$ cat config.mk
export PLATFORM = sky130hd
export DESIGN_NAME = aidc_path_switch
export DESIGN_NICKNAME = d
export VERILOG_FILES = /design/src/rtl/aidc_path_switch.sv
export SDC_FILE = /design/constraint.sdc
export NUM_CORES = 1
export LEC_CHECK = 0
export ABC_CLOCK_PERIOD_IN_PS = 5300
export CELL_PAD_IN_SITES_DETAIL_PLACEMENT = 1
export CELL_PAD_IN_SITES_GLOBAL_PLACEMENT = 1
export CORE_AREA = 2 2 242 244
export DETAILED_ROUTE_END_ITERATION = 16
export DIE_AREA = 0 0 244 246
export PLACE_DENSITY = 0.49
export SYNTH_ARGS = -nofsm -noshare
export SYNTH_HDL_FRONTEND = slang
export SYNTH_SLANG_ARGS = --single-unit
export TNS_END_PERCENT = 100
$ cat constraint.sdc
create_clock -name CLK_i -period 5.3 [get_ports CLK_i]
set_input_delay 1.06 -clock CLK_i [delete_from_list [all_inputs] [get_ports CLK_i]]
set_output_delay 1.06 -clock CLK_i [all_outputs]
set_load 0.01 [all_outputs]
$ cat src/rtl/aidc_path_switch.sv
// AR/AW/W/R/B path switch between the CNN engine, the AIDC compressor and XHB; mode changes only after outstanding traffic drains.
// Optional macro AIDC_PATH_PERF_EN builds handshake counters behind PERF_AR_o / PERF_AW_o (tied to 0 otherwise).
module aidc_path_switch #(
    parameter int ADDR_W   = 32,
    parameter int DATA_W   = 32,
    parameter int RESP_W   = 2,
    parameter int MAX_OUTS = 16
) (
    input  logic              CLK_i,
    input  logic              RST_i,
    input  logic              ENABLE_i,
    output logic              MODE_o,
    output logic              BUSY_o,
    output logic              ERR_o,
    // CNN engine side
    input  logic              S_AR_VALID_i,
    input  logic [ADDR_W-1:0] S_AR_i,
    output logic              S_AR_READY_o,
    input  logic              S_AW_VALID_i,
    input  logic [ADDR_W-1:0] S_AW_i,
    output logic              S_AW_READY_o,
    input  logic              S_W_VALID_i,
    input  logic [DATA_W-1:0] S_W_i,
    input  logic              S_W_LAST_i,
    output logic              S_W_READY_o,
    output logic              S_R_VALID_o,
    output logic [DATA_W-1:0] S_R_o,
    output logic              S_R_LAST_o,
    input  logic              S_R_READY_i,
    output logic              S_B_VALID_o,
    output logic [RESP_W-1:0] S_B_o,
    input  logic              S_B_READY_i,
    // traffic into AIDC
    output logic              E_AR_VALID_o,
    output logic [ADDR_W-1:0] E_AR_o,
    input  logic              E_AR_READY_i,
    output logic              E_AW_VALID_o,
    output logic [ADDR_W-1:0] E_AW_o,
    input  logic              E_AW_READY_i,
    output logic              E_W_VALID_o,
    output logic [DATA_W-1:0] E_W_o,
    output logic              E_W_LAST_o,
    input  logic              E_W_READY_i,
    output logic              E_R_VALID_o,
    output logic [DATA_W-1:0] E_R_o,
    output logic              E_R_LAST_o,
    input  logic              E_R_READY_i,
    // traffic out of AIDC
    input  logic              C_AR_VALID_i,
    input  logic [ADDR_W-1:0] C_AR_i,
    output logic              C_AR_READY_o,
    input  logic              C_AW_VALID_i,
    input  logic [ADDR_W-1:0] C_AW_i,
    output logic              C_AW_READY_o,
    input  logic              C_W_VALID_i,
    input  logic [DATA_W-1:0] C_W_i,
    input  logic              C_W_LAST_i,
    output logic              C_W_READY_o,
    input  logic              C_R_VALID_i,
    input  logic [DATA_W-1:0] C_R_i,
    input  logic              C_R_LAST_i,
    output logic              C_R_READY_o,
    // XHB side
    output logic              M_AR_VALID_o,
    output logic [ADDR_W-1:0] M_AR_o,
    input  logic              M_AR_READY_i,
    output logic              M_AW_VALID_o,
    output logic [ADDR_W-1:0] M_AW_o,
    input  logic              M_AW_READY_i,
    output logic              M_W_VALID_o,
    output logic [DATA_W-1:0] M_W_o,
    output logic              M_W_LAST_o,
    input  logic              M_W_READY_i,
    input  logic              M_R_VALID_i,
    input  logic [DATA_W-1:0] M_R_i,
    input  logic              M_R_LAST_i,
    output logic              M_R_READY_o,
    input  logic              M_B_VALID_i,
    input  logic [RESP_W-1:0] M_B_i,
    output logic              M_B_READY_o,
    output logic [31:0]       PERF_AR_o,
    output logic [31:0]       PERF_AW_o
);
    localparam int CNT_W = $clog2(MAX_OUTS + 1);
    localparam logic [CNT_W-1:0] CNT_MAX  = CNT_W'(MAX_OUTS);
    localparam logic [CNT_W-1:0] CNT_ONE  = CNT_W'(1);
    localparam logic [CNT_W-1:0] CNT_ZERO = CNT_W'(0);

    localparam logic [1:0] ST_BYP   = 2'd0;
    localparam logic [1:0] ST_DRN_A = 2'd1;
    localparam logic [1:0] ST_AIDC  = 2'd2;
    localparam logic [1:0] ST_DRN_B = 2'd3;

    logic [1:0]       state_q, state_d;
    logic [CNT_W-1:0] rd_cnt_q, rd_cnt_d, wr_cnt_q, wr_cnt_d;
    logic             err_q, err_d;
    logic             run_s, route_aidc_s, drain_s, ar_ok_s, aw_ok_s;
    logic             rd_inc_s, rd_dec_s, wr_inc_s, wr_dec_s;

    assign run_s        = ~RST_i;
    assign route_aidc_s = (state_q == ST_AIDC) || (state_q == ST_DRN_B);
    assign drain_s      = (state_q == ST_DRN_A) || (state_q == ST_DRN_B);
    // New addresses stall while draining or when the outstanding budget is full.
    assign ar_ok_s      = run_s & ~drain_s & (rd_cnt_q != CNT_MAX);
    assign aw_ok_s      = run_s & ~drain_s & (wr_cnt_q != CNT_MAX);

    assign MODE_o = route_aidc_s;
    assign BUSY_o = drain_s;
    assign ERR_o  = err_q;

    // Channel routing for the current mode; the engine-side address valid is gated so a stalled address never leaks downstream.
    always_comb begin
        S_AR_READY_o = 1'b0;  S_AW_READY_o = 1'b0;  S_W_READY_o = 1'b0;
        S_R_VALID_o  = 1'b0;  E_AR_VALID_o = 1'b0;  E_AW_VALID_o = 1'b0;
        E_W_VALID_o  = 1'b0;  E_R_VALID_o  = 1'b0;  C_AR_READY_o = 1'b0;
        C_AW_READY_o = 1'b0;  C_W_READY_o  = 1'b0;  C_R_READY_o  = 1'b0;
        M_AR_VALID_o = 1'b0;  M_AW_VALID_o = 1'b0;  M_W_VALID_o  = 1'b0;
        M_R_READY_o  = 1'b0;
        E_AR_o = S_AR_i;  E_AW_o = S_AW_i;  E_W_o = S_W_i;  E_W_LAST_o = S_W_LAST_i;
        E_R_o  = M_R_i;   E_R_LAST_o = M_R_LAST_i;
        M_AR_o = S_AR_i;  M_AW_o = S_AW_i;  M_W_o = S_W_i;  M_W_LAST_o = S_W_LAST_i;
        S_R_o  = M_R_i;   S_R_LAST_o = M_R_LAST_i;
        if (run_s && route_aidc_s) begin
            E_AR_VALID_o = S_AR_VALID_i & ar_ok_s;
            S_AR_READY_o = E_AR_READY_i & ar_ok_s;
            E_AW_VALID_o = S_AW_VALID_i & aw_ok_s;
            S_AW_READY_o = E_AW_READY_i & aw_ok_s;
            E_W_VALID_o  = S_W_VALID_i;
            S_W_READY_o  = E_W_READY_i;
            M_AR_VALID_o = C_AR_VALID_i;  C_AR_READY_o = M_AR_READY_i;  M_AR_o = C_AR_i;
            M_AW_VALID_o = C_AW_VALID_i;  C_AW_READY_o = M_AW_READY_i;  M_AW_o = C_AW_i;
            M_W_VALID_o  = C_W_VALID_i;   C_W_READY_o  = M_W_READY_i;
            M_W_o        = C_W_i;         M_W_LAST_o   = C_W_LAST_i;
            E_R_VALID_o  = M_R_VALID_i;   M_R_READY_o  = E_R_READY_i;
            S_R_VALID_o  = C_R_VALID_i;   C_R_READY_o  = S_R_READY_i;
            S_R_o        = C_R_i;         S_R_LAST_o   = C_R_LAST_i;
        end else if (run_s) begin
            M_AR_VALID_o = S_AR_VALID_i & ar_ok_s;
            S_AR_READY_o = M_AR_READY_i & ar_ok_s;
            M_AW_VALID_o = S_AW_VALID_i & aw_ok_s;
            S_AW_READY_o = M_AW_READY_i & aw_ok_s;
            M_W_VALID_o  = S_W_VALID_i;
            S_W_READY_o  = M_W_READY_i;
            S_R_VALID_o  = M_R_VALID_i;
            M_R_READY_o  = S_R_READY_i;
        end else begin
            S_AR_READY_o = 1'b0;
            S_AW_READY_o = 1'b0;
        end
    end

    assign S_B_VALID_o = M_B_VALID_i & run_s;
    assign M_B_READY_o = S_B_READY_i & run_s;
    assign S_B_o       = M_B_i;

    assign rd_inc_s = S_AR_VALID_i & S_AR_READY_o;
    assign rd_dec_s = S_R_VALID_o & S_R_READY_i & S_R_LAST_o;
    assign wr_inc_s = S_AW_VALID_i & S_AW_READY_o;
    assign wr_dec_s = S_B_VALID_o & S_B_READY_i;

    // Outstanding counters; a response arriving with nothing outstanding is flagged and the counter holds at 0.
    always_comb begin
        rd_cnt_d = rd_cnt_q;
        wr_cnt_d = wr_cnt_q;
        err_d    = err_q;
        if (rd_inc_s && !rd_dec_s) begin
            rd_cnt_d = rd_cnt_q + CNT_ONE;
        end else if (!rd_inc_s && rd_dec_s && (rd_cnt_q != CNT_ZERO)) begin
            rd_cnt_d = rd_cnt_q - CNT_ONE;
        end else begin
            rd_cnt_d = rd_cnt_q;
        end
        if (wr_inc_s && !wr_dec_s) begin
            wr_cnt_d = wr_cnt_q + CNT_ONE;
        end else if (!wr_inc_s && wr_dec_s && (wr_cnt_q != CNT_ZERO)) begin
            wr_cnt_d = wr_cnt_q - CNT_ONE;
        end else begin
            wr_cnt_d = wr_cnt_q;
        end
        if ((rd_dec_s && (rd_cnt_q == CNT_ZERO)) || (wr_dec_s && (wr_cnt_q == CNT_ZERO))) begin
            err_d = 1'b1;
        end else begin
            err_d = err_q;
        end
    end

    // Mode FSM: drain states wait for both registered counters to read zero before switching.
    always_comb begin
        state_d = state_q;
        case (state_q)
            ST_BYP: begin
                if (ENABLE_i) state_d = ST_DRN_A;
                else          state_d = ST_BYP;
            end
            ST_DRN_A: begin
                if (!ENABLE_i)                                          state_d = ST_BYP;
                else if ((rd_cnt_q == CNT_ZERO) && (wr_cnt_q == CNT_ZERO)) state_d = ST_AIDC;
                else                                                    state_d = ST_DRN_A;
            end
            ST_AIDC: begin
                if (!ENABLE_i) state_d = ST_DRN_B;
                else           state_d = ST_AIDC;
            end
            ST_DRN_B: begin
                if (ENABLE_i)                                           state_d = ST_AIDC;
                else if ((rd_cnt_q == CNT_ZERO) && (wr_cnt_q == CNT_ZERO)) state_d = ST_BYP;
                else                                                    state_d = ST_DRN_B;
            end
            default: state_d = ST_BYP;
        endcase
    end

    // State, counter and error registers.
    always_ff @(posedge CLK_i or posedge RST_i) begin
        if (RST_i) begin
            state_q  <= ST_BYP;
            rd_cnt_q <= CNT_ZERO;
            wr_cnt_q <= CNT_ZERO;
            err_q    <= 1'b0;
        end else begin
            state_q  <= state_d;
            rd_cnt_q <= rd_cnt_d;
            wr_cnt_q <= wr_cnt_d;
            err_q    <= err_d;
        end
    end

`ifdef AIDC_PATH_PERF_EN
    logic [31:0] perf_ar_q, perf_aw_q;

    // Saturating counts of engine address handshakes accepted in AIDC routing.
    always_ff @(posedge CLK_i or posedge RST_i) begin
        if (RST_i) begin
            perf_ar_q <= 32'd0;
            perf_aw_q <= 32'd0;
        end else begin
            if (rd_inc_s && route_aidc_s && (perf_ar_q != 32'hFFFF_FFFF)) begin
                perf_ar_q <= perf_ar_q + 32'd1;
            end
            if (wr_inc_s && route_aidc_s && (perf_aw_q != 32'hFFFF_FFFF)) begin
                perf_aw_q <= perf_aw_q + 32'd1;
            end
        end
    end

    assign PERF_AR_o = perf_ar_q;
    assign PERF_AW_o = perf_aw_q;
`else
    assign PERF_AR_o = 32'd0;
    assign PERF_AW_o = 32'd0;
`endif

endmodule

==> flow_summary.yaml, run 1 <==
run_status:
  status: "completed"
grt:
  grt_remaining_overflow: 0
  grt_max_degree: 77
  grt_usage_pct: 8.05
  grt_pass1_vias: 5916
  grt_antenna_before_repair: 1
  grt_pass1_wl_mm: 37.6
setup_path:
  critPathMaxFanout: 76
  worst_ep_required_time_ns: 4.24
  critPathSlowestCell: "clkdlybuf4s50_1"
  cp-startpoint: "RST_i"
  critPathArrivalTime_ns: 3.42
  rrSetupSlack_ns: 1.97
  cp-end-kind: "output pin"
  reg2reg_from: "state_q[1]"
  path_cells: "clkdlybuf4s50_1, nor2b_4, buf_12, nand2_1, nand2_1, clkdlybuf4s50_1"
  path_class: "in2out"
  max_stage_delay_ns: 0.65
  worstSetupStartpointType: "primary input"
clocking:
  cts_resized: 0
  cts_setup_buffers: 0
  cts-root-buf: "clkbuf_16"
  ctsHoldBuffers: 0
  clkTransAtPathRegs_ns: 0.05
  clock_sink_count: 13
  cts_tree: "done"
  htree_num_levels: 1
  cts_made_buffers: 3
  ctsLongestPathBuffers: 2
  clk_latency_ns: 0.24
timing:
  period_minus_slack_ns: 4.48
  post-route-period-util_pct: 84.5
  finalMaxSlewViolations: 0
  finalSetupViolCount: 0
  hold_viol_final: 0
  worst_slew_pin_slew_ns: 0.787
  fin_worst_skew_ns: 0.00607
  slew_headroom_pct: 47.0
  rsz0062_at_grt: "false"
  tns_ns: 0
  max_freq_mhz: 223
synth:
  yosysWarnings: 0
  syn_inst: 729
  synth_top_cell_area_share_pct: 35.7
  synth_edf_count: 0
  synth_cell_types: 39
  avgSynthCellArea_um2: 5.70
  ys_seq_area_share_pct: 7.83
  ys_ff_latch: 13
  synthesis.area_mm2: 0.00415
  ys_async_sr_fraction_pct: 100
  synth_area_leaders: "nand2_1 36%, buf_4 35%, dfrtp_1 7.8%"
  yosysTopAreaCell: "nand2_1"
  ys.flop_type: "dfrtp_1"
  synth_most_common_cell: "nand2_1"
  synth_commonest_cells: "395 x nand2_1, 196 x buf_4, 31 x clkbuf_1"
floorplan:
  die_area_mm2: 0.0600
  rows: 88
  die_w_um: 244
  ios: 630
  core_mm2: 0.0574
  die_h_um: 246
  initial_core_util_pct: 7.24
drt:
  antenna_left: 0
  dr_total_vias: 5727
  totalWireLength_mm: 27.1
  drt-pass1-iter-count: 4
  drc: 0
  avgViaCountPerCell: 3.02
  drtIter0Drc: 101
  wl_per_cell_um: 14.3
min_path:
  hold_path_class: "reg2reg"
  hp-start: "rd_cnt_q[4]"
place:
  post-place-cells: 1893
  dpl.hpwl_mm: 23.7
  io_buffers: 561
  gp_congestion: 0.776
cells_and_area:
  diodes: 0
  drive_gt1_share_pct: 2.12
  final_cell_count_no_fill: 1897
  final_net_count: 1424
  area_delta_synth_final_pct: 129
pwr:
  vdd_ir_drop_max_uv: 131
  p_leak_uw: 0.00407
  powerDensity_mw_per_mm2: 178
flow_run:
  drv_cap: 0
placed cells by master, fill, tap and decap left out, types with 3 or more instances in the layout:
master,netlist,layout
xnor2_1,5,5
buf_12,0,4
nand2_1,395,394
dfrtp_1,13,13
mux2_2,5,5
clkbuf_16,0,3
nor2b_1,3,3
mux2_4,4,4
conb_1,1,64
xor2_1,3,3
a21o_1,4,4
a21oi_1,5,5
buf_4,196,3
nor2_1,11,11
o21ai_0,3,3
clkdlybuf4s50_1,0,560
mux2i_1,5,5
and2_1,7,7
nand3_1,6,6
ha_1,6,6
per-layer routing:
| metal | GRT usage [%] | part of all wire, % | up-vias |
|---|---|---|---|
| met3 | 2.15 | 8.5 | 18 |
| met2 | 15.0 | 51 | 358 |
| li1 | - | - | 2781 |
| met1 | 9.20 | 39 | 2570 |
| met4 | 1.54 | 1.7 | 0 |
| met5 | 0 | 0 | - |
worst max-delay path: cells and delay by family:
family | cells | cell delay (ns)
simple gates | 3 | 0.70
buf+inv | 3 | 1.51
through the flow:
stage	util [%]	cell area [um2]	setup WS, ns	hold WS [ns]	power [uW]
3_5_place_dp	16.5	9440	0.824	0.521	1580
2_1_floorplan	-	4390	1.83	0.467	903
5_1_grt	16.6	9520	0.686	0.549	1840
4_1_cts	16.6	9520	0.802	0.525	1730
6_report	16.6	9520	0.822	0.516	1690
3_3_place_gp	16.5	9440	0.818	0.511	1560
worst paths after layout:
path	to	cells past startpoint
worst max-delay path	M_W_o[24]	6
worst min-delay path	ERR_o	1
worst max register to register	rd_cnt_q[4]	9
worst min register to register	ERR_o	1
max in group asynchronous	wr_cnt_q[3]	3
min in group asynchronous	rd_cnt_q[4]	3
cell type report:
class	count	area, um2
fill	6917	47800
timing repair buffer	567	5710
inverter	2	7.51
clock buffer	4	78.8
multi-input combinational	546	2450
sequential	13	325
tap	765	957
logic make-up after synthesis:
group,share of synthesized area (%)
flops,7.83
mux,4.01
xor+xnor,1.69
simple gates,40.3
compound gates,4.13
fa+ha+maj,2.77
buf+inv,39.2
other cells,0.0903
power breakdown:
group	leakage, uW	switching, uW	internal, uW	total [uW]
Clock	0.0000382	40.1	101	142
Combinational	0.00388	614	731	1340
Sequential	0.000153	60.8	148	209
Total	0.00407	715	980	1690
registers in the layout, summed over array words and instances, names as in the netlist:
register and flops:
state_q 2, rd_cnt_q 5, ERR_o 1, wr_cnt_q 5
Note: power is estimated with default switching activity, not from simulation.
==> inputs of run 2 (changes only) <==
- ABC_CLOCK_PERIOD_IN_PS: 5300 -> 3750
- CORE_AREA: 2 2 242 244 -> 2 2 246 248
- DIE_AREA: 0 0 244 246 -> 0 0 248 250
- PLACE_DENSITY: 0.49 -> 0.5
- clock period: 5.3 -> 3.75 ns (I/O delays scaled with it)
==> flow_summary.yaml, run 2 (synthesized netlist as in run 1, its figures left out) <==
clocking:
  cts-root-buf: "clkbuf_16"
  htree_num_levels: 1
  ctsHoldBuffers: 0
  cts_made_buffers: 3
  cts_setup_buffers: 0
  clk_latency_ns: 0.24
  cts_resized: 0
  cts_tree: "done"
  clkTransAtPathRegs_ns: 0.05
  clock_sink_count: 13
  ctsLongestPathBuffers: 2
drt:
  drt-pass1-iter-count: 5
  drc: 0
  wl_per_cell_um: 13.4
  avgViaCountPerCell: 3.03
  totalWireLength_mm: 25.8
  antenna_left: 0
  dr_total_vias: 5852
  drtIter0Drc: 139
place:
  pre_cts_slack_ns: 0.0840
  dpl.hpwl_mm: 22.7
  gp_congestion: 0.786
  io_buffers: 561
cells_and_area:
  multiInputGateArea_mm2: 0.00245
  area_delta_synth_final_pct: 133
  top_regs: "rd_cnt_q: 5 flops, wr_cnt_q: 5 flops, state_q: 2 flops"
  drive_gt1_share_pct: 3.40
  final_net_count: 1440
  final_common_cell: "clkdlybuf4s50_1"
  fillers: 7261
  final-seq-area_um2: 325
  diodes: 0
  mostFrequentLayoutCells: "561 x clkdlybuf4s50_1, 394 x nand2_1, 64 x conb_1, 17 x buf_4, 13 x dfrtp_1"
setup_path:
  reg2reg_from: "wr_cnt_q[1]"
  worst_ep_required_time_ns: 3.00
  cp-end-kind: "output pin"
  worstSetupStartpointType: "primary input"
  critPathMaxFanout: 58
  critPathArrivalTime_ns: 2.77
  path_class: "in2out"
  cp-startpoint: "RST_i"
grt:
  grt_usage_pct: 7.50
  grt_remaining_overflow: 0
  grt_pass1_vias: 6142
  grt_antenna_before_repair: 0
  grt_max_degree: 73
  grt_pass1_wl_mm: 36.3
min_path:
  hp-start: "ERR_o"
  hold_path_class: "reg2reg"
timing:
  finalSetupViolCount: 0
  slew_headroom_pct: 50.3
  finalMaxSlewViolations: 0
  max_freq_mhz: 284
  rsz0062_at_grt: "false"
  hold-worst-slack_ns: 0.511
  fin_worst_skew_ns: 0.00387
  worst_slew_pin_slew_ns: 0.739
  period_minus_slack_ns: 3.52
  hold_viol_final: 0
  worst_slack_ns: 0.227
  post-route-period-util_pct: 94.0
  tns_ns: 0
pwr:
  p_clk_share_pct: 8.2
  powerDensity_mw_per_mm2: 252
  pwr-share-comb_pct: 80.0
  p_int_uw: 1420
  power_switching_uw: 1020
  seq_power_share_pct: 11.8
  vdd_ir_drop_max_uv: 144
  p_leak_uw: 0.00415
  swShare_pct: 41.7
floorplan:
  die_h_um: 250
  core_mm2: 0.0596
  ios: 630
  die_w_um: 248
  die_area_mm2: 0.0620
  initial_core_util_pct: 6.97
  rows: 90
flow_run:
  drv_cap: 0
run_status:
  status: "completed"
[run 2: changes by cell type in the layout (fill, tap and decap cells not counted), sizes merged]
cell / change
buf: +15
clkdlybuf4s50: +1
[run 2: final cells by class]
class	instances	share of cell area [%]
flip-flops and latches	13	3.36
repair buffers	583	60.4
multi-input cells	546	25.3
clock buffers	4	0.814
inverters	2	0.0776
well taps	782	10.1
[run 2: critical path: stages]
cell,delay (ns)
clkdlybuf4s50_1,0.50
nor2b_4,0.28
buf_4,0.18
buf_12,0.23
nand2_1,0.10
nand2_1,0.09
clkdlybuf4s50_1,0.57
[run 2: stage by stage]
step	area [um2]	util [%]	std cells	total power, uW
4_1_cts	9680	16.2	1930	2480
3_5_place_dp	9600	16.1	1926	2270
5_1_grt	9680	16.2	1930	2660
3_3_place_gp	9600	16.1	1926	2240
6_report	9680	16.2	1930	2440
2_1_floorplan	4390	-	792	1280
[run 2: power groups by stage]
stage	Clock, uW	Sequential (uW)	Combinational [uW]
2_1_floorplan	0	267	1010
3_3_place_gp	0	289	1960
3_5_place_dp	0	290	1980
4_1_cts	204	290	1990
5_1_grt	216	305	2140
6_report	201	288	1950
[run 2: worst paths after layout]
check | endpoint | slack [ns] | cells after the start
setup reg to reg | wr_cnt_q[4] | 0.78 | 8
setup / recovery | M_AR_o[2] | 0.23 | 7
hold / removal | ERR_o | 0.51 | 2
min in group asynchronous | wr_cnt_q[4] | 1.05 | 3
max in group asynchronous | wr_cnt_q[2] | 2.54 | 3
hold reg to reg | ERR_o | 0.51 | 2
[run 2: metal layers]
metal | track usage (%) | vias to the layer above | wire length [um]
li1 | - | 2809 | -
met1 | 7.74 | 2657 | 9140
met2 | 15.1 | 368 | 13700
met3 | 1.51 | 18 | 2500
met4 | 1.56 | 0 | 480
met5 | 0 | - | 0
==> inputs of run 3 (changes only) <==
- RECOVER_POWER: not set -> 25
==> flow_summary.yaml, run 3 (synthesized netlist as in run 1, its figures left out) <==
pwr:
  power_switching_uw: 1010
  p_clk_share_pct: 8.3
  swShare_pct: 41.9
  pwr-share-comb_pct: 79.8
  p_leak_uw: 0.00415
  powerDensity_mw_per_mm2: 250
  p_int_uw: 1400
  seq_power_share_pct: 11.9
  vdd_ir_drop_max_uv: 144
setup_path:
  worst-path-buf-inv: 4
  cp-startpoint: "RST_i"
  worst_ep_required_time_ns: 3.00
  cp-end-kind: "output pin"
  critPathSlowestCell: "clkdlybuf4s50_1"
  rr_worst_depth: 10
  critPathArrivalTime_ns: 2.77
  rrSetupSlack_ns: 0.60
  critPathMaxFanout: 58
  max_stage_delay_ns: 0.57
  path_cells: "clkdlybuf4s50_1, nor2b_4, buf_4, buf_12, nand2_1, nand2_1, clkdlybuf4s50_1"
  path_class: "in2out"
  reg2reg_from: "state_q[1]"
  worstSetupStartpointType: "primary input"
  cp_top_family: "buffers and inverters"
  regToRegEndpoint: "rd_cnt_q[4]"
drt:
  top_layer: "met4"
  drtIter0Drc: 146
  met3_wirelength_mm: 2.50
  drc: 0
  met1_length_mm: 9.14
  totalWireLength_mm: 25.8
  antenna_left: 0
  avgViaCountPerCell: 3.03
  wl_per_cell_um: 13.4
  drt-pass1-iter-count: 5
  dr_total_vias: 5849
  wl_met2_mm: 13.7
timing:
  finalMaxSlewViolations: 0
  finalSetupViolCount: 0
  max_freq_mhz: 284
  worst_slack_ns: 0.229
  hold-worst-slack_ns: 0.507
  worst_slew_pin_slew_ns: 0.739
  post-route-period-util_pct: 93.9
  hold_viol_final: 0
  tns_ns: 0
  period_minus_slack_ns: 3.52
  fin_worst_skew_ns: 0.00387
  slew_headroom_pct: 50.3
  rsz0062_at_grt: "false"
cells_and_area:
  final_common_cell: "clkdlybuf4s50_1"
  area_delta_synth_final_pct: 133
  final-seq-area_um2: 325
  diodes: 0
  top_regs: "rd_cnt_q: 5 flops, wr_cnt_q: 5 flops, state_q: 2 flops"
  fillers: 7262
  multiInputGateArea_mm2: 0.00245
  final_net_count: 1440
  drive_gt1_share_pct: 3.14
  mostFrequentLayoutCells: "504 x clkdlybuf4s50_1, 394 x nand2_1, 64 x conb_1, 57 x dlygate4sd3_1, 14 x buf_4"
floorplan:
  core_mm2: 0.0596
  ios: 630
  rows: 90
  die_w_um: 248
  die_h_um: 250
  initial_core_util_pct: 6.97
  die_area_mm2: 0.0620
place:
  io_buffers: 561
  pre_cts_slack_ns: 0.0840
  dpl.hpwl_mm: 22.7
  gp_congestion: 0.786
min_path:
  min_delay_path_depth: 2
  hold_path_class: "reg2reg"
  hp-start: "ERR_o"
  min_to: "ERR_o"
grt:
  grt_max_degree: 73
  grt_antenna_before_repair: 0
  grt_pass1_vias: 6142
  grt_remaining_overflow: 0
  grt_usage_pct: 7.50
  grt_pass1_wl_mm: 36.3
flow_run:
  drv_cap: 0
clocking:
  clk_latency_ns: 0.24
  cts_resized: 0
  cts_made_buffers: 3
  ctsLongestPathBuffers: 2
  cts_setup_buffers: 0
  cts_tree: "done"
  htree_num_levels: 1
  clock_sink_count: 13
  clkTransAtPathRegs_ns: 0.05
  cts-root-buf: "clkbuf_16"
  ctsHoldBuffers: 0
run_status:
  status: "completed"
run 3: cell count changes in the layout (fill, tap and decap cells not counted):
cell             change
clkdlybuf4s50_1     -57
buf_4                -3
dlygate4sd3_1       +57
clkbuf_1             +3
run 3: power groups by stage:
stage / registers, uW / logic (uW) / clock network, uW
2_1_floorplan: 267 / 1010 / 0
3_3_place_gp: 289 / 1960 / 0
3_5_place_dp: 290 / 1980 / 0
4_1_cts: 290 / 1990 / 204
5_1_grt: 305 / 2120 / 216
6_report: 287 / 1930 / 201
run 3: per-layer routing:
| layer | up-vias | GRT usage (%) |
|---|---|---|
| li1 | 2813 | - |
| met1 | 2650 | 7.74 |
| met2 | 368 | 15.1 |
| met3 | 18 | 1.51 |
| met4 | 0 | 1.56 |
| met5 | - | 0 |
run 3: worst max-delay path by stage:
stage | endpoint | slack [ns] | cells after the start
5_1_grt | M_AR_o[2] | 0.11 | 7
3_3_place_gp | rd_cnt_q[4] | 0.12 | 10
4_1_cts | M_AR_o[2] | 0.16 | 7
3_5_place_dp | rd_cnt_q[4] | 0.08 | 11
2_1_floorplan | rd_cnt_q[4] | 0.66 | 11
6_report | M_AR_o[2] | 0.23 | 7
run 3: per-stage QoR:
stage	total power, uW	cell area, um2	std cells	util, %
final	2420	9670	1930	16.2
after global routing	2640	9670	1930	16.2
after CTS	2480	9680	1930	16.2
after detailed placement	2270	9600	1926	16.1
after global placement	2240	9600	1926	16.1
after floorplan	1280	4390	792	-
run 3: worst register-to-register path, delay by kind of cell, from the launching register on:
kind | cells | cell delay, ns
flops | 1 | 0.40
simple gates | 2 | 0.29
xor+xnor | 1 | 0.14
buf+inv | 1 | 0.45
compound gates | 4 | 1.07
mux | 1 | 0.31
fa+ha+maj | 1 | 0.41
run 3: layout make-up:
type                            count  area share (%)
Timing Repair Buffer              583            60.3
Sequential cell                    13            3.36
Clock buffer                        4           0.815
Multi-Input combinational cell    546            25.3
Tap cell                          782            10.1
Inverter                            2          0.0776
